**src/rtl/reaction_round_ctrl.sv**
```systemverilog
// Multi-round reaction-time game core: countdown, LFSR-random wait, GO lamp, measured reaction.
// Latency: all outputs registered, one cycle after the causing input; no backpressure (strobe/pulse driven).
module reaction_round_ctrl #(
    parameter int CNT_W     = 9,
    parameter int TIMEOUT   = 300,
    parameter int DELAY_MIN = 100,
    parameter int COUNTDOWN = 5,
    parameter int ROUNDS    = 3,
    parameter int SCORE_W   = 12
) (
    input  logic               clk,
    input  logic               rst_n,
    input  logic               tick,
    input  logic               enable,
    input  logic               start,
    input  logic               react,
    input  logic [CNT_W-1:0]   seed,
    output logic [2:0]         state_o,
    output logic               go,
    output logic [2:0]         countdown,
    output logic [3:0]         round_idx,
    output logic [CNT_W-1:0]   last_time,
    output logic [1:0]         last_result,
    output logic [SCORE_W-1:0] total,
    output logic [CNT_W-1:0]   best
);

    typedef enum logic [2:0] {
        S_IDLE   = 3'd0,
        S_ARM    = 3'd1,
        S_WAIT   = 3'd2,
        S_GO     = 3'd3,
        S_RESULT = 3'd4,
        S_DONE   = 3'd5
    } state_t;

    localparam logic [CNT_W-1:0] TO_C   = CNT_W'(TIMEOUT);
    localparam logic [CNT_W-1:0] TO_M1  = CNT_W'(TIMEOUT - 1);
    localparam logic [CNT_W-1:0] DMIN_C = CNT_W'(DELAY_MIN);
    localparam logic [CNT_W-1:0] ONE_C  = CNT_W'(1);
    localparam logic [2:0]       CD_C   = 3'(COUNTDOWN);
    localparam logic [3:0]       LAST_R = 4'(ROUNDS - 1);

    state_t             state_q;
    logic [8:0]         lfsr_q;
    logic [CNT_W-1:0]   cnt_q;
    logic               go_q;
    logic [2:0]         cd_q;
    logic [3:0]         round_q;
    logic [CNT_W-1:0]   last_time_q;
    logic [1:0]         last_result_q;
    logic [SCORE_W-1:0] total_q;
    logic [CNT_W-1:0]   best_q;

    logic [8:0]         lfsr_d;
    logic [8:0]         seed9;
    logic [8:0]         seed_lfsr;
    logic [CNT_W-1:0]   lfsr_val;
    logic [CNT_W-1:0]   delay_val;

    // x^9 + x^5 + 1 Fibonacci form; the all-zero state is unreachable from a nonzero load
    assign lfsr_d    = {lfsr_q[7:0], lfsr_q[8] ^ lfsr_q[4]};
    assign seed9     = 9'(seed);
    assign seed_lfsr = (seed9 == 9'd0) ? 9'd1 : seed9;
    assign lfsr_val  = CNT_W'(lfsr_q);
    assign delay_val = (lfsr_val < DMIN_C) ? (lfsr_val + DMIN_C) : lfsr_val;

    function automatic logic [SCORE_W-1:0] sat_add(input logic [SCORE_W-1:0] a,
                                                   input logic [CNT_W-1:0]   b);
        logic [SCORE_W:0] s;
        s = {1'b0, a} + (SCORE_W + 1)'(b);
        return s[SCORE_W] ? {SCORE_W{1'b1}} : s[SCORE_W-1:0];
    endfunction

    always_ff @(posedge clk or negedge rst_n) begin
        if (!rst_n) begin
            state_q       <= S_IDLE;
            lfsr_q        <= 9'd1;
            cnt_q         <= '0;
            go_q          <= 1'b0;
            cd_q          <= 3'd0;
            round_q       <= 4'd0;
            last_time_q   <= '0;
            last_result_q <= 2'b00;
            total_q       <= '0;
            best_q        <= '1;
        end else if (!enable) begin
            state_q       <= S_IDLE;
            cnt_q         <= '0;
            go_q          <= 1'b0;
            cd_q          <= 3'd0;
            round_q       <= 4'd0;
            last_time_q   <= '0;
            last_result_q <= 2'b00;
            total_q       <= '0;
        end else begin
            if (tick && state_q != S_IDLE)
                lfsr_q <= lfsr_d;
            case (state_q)
                S_IDLE: begin
                    if (start) begin
                        lfsr_q        <= seed_lfsr;
                        state_q       <= S_ARM;
                        cd_q          <= CD_C;
                        round_q       <= 4'd0;
                        total_q       <= '0;
                        last_result_q <= 2'b00;
                    end
                end
                S_ARM: begin
                    if (tick) begin
                        if (cd_q == 3'd1) begin
                            state_q <= S_WAIT;
                            cd_q    <= 3'd0;
                            cnt_q   <= delay_val;
                        end else begin
                            cd_q <= cd_q - 3'd1;
                        end
                    end
                end
                S_WAIT: begin
                    // a false start wins over a tick that would have lit the lamp
                    if (react) begin
                        state_q       <= S_RESULT;
                        last_result_q <= 2'b10;
                        last_time_q   <= TO_C;
                        total_q       <= sat_add(total_q, TO_C);
                    end else if (tick) begin
                        if (cnt_q == ONE_C) begin
                            state_q <= S_GO;
                            go_q    <= 1'b1;
                            cnt_q   <= '0;
                        end else begin
                            cnt_q <= cnt_q - ONE_C;
                        end
                    end
                end
                S_GO: begin
                    if (react) begin
                        state_q       <= S_RESULT;
                        go_q          <= 1'b0;
                        last_result_q <= 2'b01;
                        last_time_q   <= cnt_q;
                        total_q       <= sat_add(total_q, cnt_q);
                        if (cnt_q < best_q)
                            best_q <= cnt_q;
                    end else if (tick) begin
                        if (cnt_q == TO_M1) begin
                            state_q       <= S_RESULT;
                            go_q          <= 1'b0;
                            last_result_q <= 2'b11;
                            last_time_q   <= TO_C;
                            total_q       <= sat_add(total_q, TO_C);
                        end else begin
                            cnt_q <= cnt_q + ONE_C;
                        end
                    end
                end
                S_RESULT: begin
                    if (start) begin
                        if (round_q == LAST_R) begin
                            state_q <= S_DONE;
                        end else begin
                            round_q <= round_q + 4'd1;
                            state_q <= S_ARM;
                            cd_q    <= CD_C;
                        end
                    end
                end
                S_DONE: begin
                    // new game keeps best and continues the LFSR sequence
                    if (start) begin
                        state_q       <= S_ARM;
                        cd_q          <= CD_C;
                        round_q       <= 4'd0;
                        total_q       <= '0;
                        last_result_q <= 2'b00;
                    end
                end
                default: state_q <= S_IDLE;
            endcase
        end
    end

    assign state_o     = state_q;
    assign go          = go_q;
    assign countdown   = cd_q;
    assign round_idx   = round_q;
    assign last_time   = last_time_q;
    assign last_result = last_result_q;
    assign total       = total_q;
    assign best        = best_q;

endmodule

```
**config.mk**
```make
export PLATFORM = sky130hd
export DESIGN_NAME = reaction_round_ctrl
export DESIGN_NICKNAME = d
export VERILOG_FILES = /design/src/rtl/reaction_round_ctrl.sv
export SDC_FILE = /design/constraint.sdc
export NUM_CORES = 1
export LEC_CHECK = 0
export ABC_CLOCK_PERIOD_IN_PS = 2090
export BUFFER_PORTS_ARGS = -buffer_cell sky130_fd_sc_hd__buf_2
export CORE_UTILIZATION = 35
export CTS_CLUSTER_SIZE = 30
export DETAILED_ROUTE_END_ITERATION = 8
export GPL_TIMING_DRIVEN = 0
export PLACE_DENSITY = 0.55
export SKIP_CTS_REPAIR_TIMING = 1
export SYNTH_ARGS = -nofsm -noshare
export SYNTH_HDL_FRONTEND = slang
export SYNTH_SLANG_ARGS = --single-unit
export TNS_END_PERCENT = 5
```
**constraint.sdc**
```tcl
create_clock -name clk -period 2.09 [get_ports clk]
set_input_delay 0.1045 -clock clk [delete_from_list [all_inputs] [get_ports clk]]
set_output_delay 0.1045 -clock clk [all_outputs]
set_load 0.1 [all_outputs]
```
==> impl_metrics.py <==
metrics = {
    "timing": {
        "slew_violations": 0,
        "tns_ns": -1.457,
        "fin_worst_skew_ns": 0.006007,
        "fin_hold_ws_ns": 0.1073,
        "max_slew_margin": 0.4430,
        "fmax_ghz": 0.4388,
        "period_share": 1.090,
        "worst_pin_slew_ns": 0.8356,
        "post-route-min-period_ns": 2.279,
        "setup_violations": 16,
        "setup_slack_ns": -0.1891,
        "final-hold-violation-count": 0,
        "rsz0062_at_grt": "yes",
    },
    "critical_path": {
        "critPathBufInv": 1,
        "arrival_ns": 2.51,
        "critPathTopFamily": "simple AND/OR/NAND/NOR gates",
        "worstSetupStartpointType": "flip-flop",
        "crit_chain": "clkinv_4 -> ha_4 -> or3b_4 -> nor3_4 -> a21oi_2 -> nor3_4 -> o21ai_1 -> a22o_1",
        "path_common_cell": "nor3_4",
        "critical_path_class": "reg2reg",
        "critPathSlowestCell": "dfrtp_2",
        "cp_max_fo": 6,
        "worstPathRequired_ns": 2.32,
        "critPathMaxStageDelay_ns": 0.48,
        "crit_path_end_kind": "flip-flop",
    },
    "clock_tree": {
        "cts_buffers": 9,
        "clk_latency_ns": 0.34,
        "clock_tree.root_cell": "clkbuf_16",
        "cts_max_level": 3,
        "clock-sinks": 61,
        "cts_tree": "built",
        "path_clk_slew_ns": 0.05,
        "clk_path_buf_depth": 2,
    },
    "synth": {
        "ys_seq_area_frac": 0.3327,
        "synth_top_family_by_area": "compound AO/OA/AOI/OAI gates",
        "synth_seq_cells": 61,
        "synth.area.top_cells": "dfrtp_1 (28%), ha_1 (7.0%), o21ai_0 (5.7%), dfstp_2 (5.7%), a21oi_1 (4.4%)",
        "synth-async-reset-ratio": 1.000,
        "synth-edff-count": 0,
        "synth_xor_area_frac": 0.04166,
        "synthMuxAreaShare": 0.03381,
        "syn_nets": 589,
        "yosys.area.top_type_share": 0.2759,
        "yosys.cell_types.count": 79,
        "synthCells": 547,
        "synth-simple-area-share": 0.1969,
        "yosys_warnings": 0,
        "synth.cell_area_mm2": 0.004626,
        "synth_flop_cell": "dfrtp_1",
        "synth-compound-area-share": 0.2567,
        "yosys.area.top_type": "dfrtp_1",
        "synth_fa_ha_area_frac": 0.07466,
        "avgSynthCellArea_um2": 8.456,
    },
    "die": {
        "start_util": 0.3621,
        "chipHeight_um": 117.0,
        "die-area_mm2": 0.01368,
        "die_w_um": 117.0,
        "fp-row-count": 41,
        "core-area_mm2": 0.01277,
        "ios": 58,
    },
    "power_and_ir_drop": {
        "irDropWorstVdd_mv": 0.9693,
        "internal_power_mw": 4.871,
        "cellLeakagePower_nw": 2.561,
        "power_switching_mw": 5.528,
        "switching_share": 0.5316,
        "power_frac_seq": 0.211,
        "power_density_mw_per_mm2": 1710,
        "p_total_mw": 10.40,
        "combPwrFrac": 0.652,
        "clkPwrFrac": 0.138,
    },
    "cells_and_area": {
        "layout-drive-gt1-share": 0.3405,
        "syn_to_final_growth_pct": 31.46,
        "mostFrequentLayoutCell": "buf_2",
        "diodes": 0,
        "finalInstanceArea_mm2": 0.006081,
        "fin_cells": 827,
        "postLayoutCoreUtil": 0.4761,
        "final_cell_mix": "buf_2 (58), nand2_1 (46), nor2_1 (41)",
        "final_nets": 692,
        "fillCellCount": 1236,
    },
    "placement": {
        "place_area_mm2": 0.005258,
        "placedCellCount": 774,
        "post-dp-hpwl_um": 9592,
        "post-place-ws_ns": -0.4685,
        "gp_congestion": 0.8276,
        "port_buffers": 55,
    },
    "route": {
        "wl_per_cell_um": 17.16,
        "viasPerCell": 5.538,
        "drc": 0,
        "drtIter0Drc": 329,
        "drt_wl_total_um": 14190,
        "dr.pass1.iters": 5,
        "ant_nets": 0,
        "vias": 4580,
    },
    "grt": {
        "track_usage": 0.2056,
        "grt_pass1_vias": 4248,
        "grt_antenna_before_repair": 0,
        "grt_max_degree": 62,
        "grt_overflow": 0,
        "grt_pass1_wl_um": 21560,
    },
    "run_status": {
        "status": "finished with violations",
        "violations": "setup timing",
    },
    "worst_hold_path": {
        "hp-class": "in2reg",
    },
    "flow_run": {
        "maxCapViolations": 0,
    },
}
-- routing by layer --
| layer | share of wire | up-vias | track usage |
|---|---|---|---|
| met4 | 0.020 | 0 | 0.08101 |
| met5 | 0 | - | 0 |
| met3 | 0.059 | 23 | 0.05201 |
| li1 | - | 2204 | - |
| met2 | 0.48 | 162 | 0.3290 |
| met1 | 0.44 | 2191 | 0.2661 |
-- kinds of logic (layout without fill, tap and decap cells) --
family | count (synthesis) | in the layout
flip-flops | 61 | 61
AO/OA/AOI/OAI | 182 | 182
buffers and inverters | 65 | 173
AND/OR/NAND/NOR | 175 | 175
multiplexers | 15 | 15
adder cells (fa/ha/maj) | 27 | 27
XOR/XNOR | 22 | 22
-- flip-flops by register name, indices dropped and copies added (netlist names), 3 cells and up --
signal,count
best,9
cnt_q,9
countdown,3
last_time,9
lfsr_q,9
round_idx,4
state_o,3
total,12
-- area by class of cell --
| cell class | count | area [µm²] | share of cell area |
|---|---|---|---|
| Multi-Input combinational cell | 421 | 3068 | 0.5045 |
| Sequential cell | 61 | 1609 | 0.2646 |
| Timing Repair Buffer | 92 | 568.0 | 0.09342 |
| Clock buffer | 15 | 277.8 | 0.04568 |
| Tap cell | 172 | 215.2 | 0.03539 |
| Buffer | 32 | 206.4 | 0.03395 |
| Inverter | 33 | 131.4 | 0.02160 |
| Clock inverter | 1 | 5.005 | 0.0008230 |
-- Yosys cell counts (3+ instances only) --
master    count
a211oi_1      3
o211ai_1      7
xor2_1        8
nand2b_1      8
buf_2         5
o22ai_1      19
a31oi_1       5
nor2b_1       4
and3_1        6
xnor2_1      14
mux2_2        5
o21ai_0      53
nand2_1      48
dfstp_2      10
inv_1        33
mux2i_1      10
a22o_1        3
nand4b_1      3
clkbuf_1     22
a21boi_0      3
nand4_1       4
nor3_1        6
or2_2         3
ha_1         26
o311ai_0      3
nor4_1        8
and2_1        3
nand3_1      18
o21bai_1      3
a21oi_1      41
dfrtp_1      51
a41oi_1       4
nor2_1       45
o31ai_1       5
-- final timing paths --
check | from | to | slack (ns) | cells past startpoint
setup / recovery | cnt_q[1] | state_o[2] | -0.19 | 8
hold / removal | seed[2] | lfsr_q[2] | 0.11 | 3
setup reg to reg | cnt_q[1] | state_o[2] | -0.19 | 8
hold reg to reg | last_time[1] | last_time[1] | 0.47 | 2
max in group asynchronous | rst_n | total[0] | 1.05 | 2
min in group asynchronous | rst_n | total[7] | 0.42 | 2
-- power by group through the flow --
stage	combinational, mW	sequential, mW	clock, mW
finish	6.78	2.19	1.43
global route	7.32	2.25	1.52
CTS	5.87	2.23	1.48
detailed placement	5.85	2.25	0
global placement	5.74	2.23	0
floorplan	3.13	3.72	0
-- worst min-delay path, stage by stage --
cell	delay [ns]
buf_2	0.09
o22ai_1	0.07
a21oi_1	0.13
Note: power is estimated with default switching activity, not from simulation.
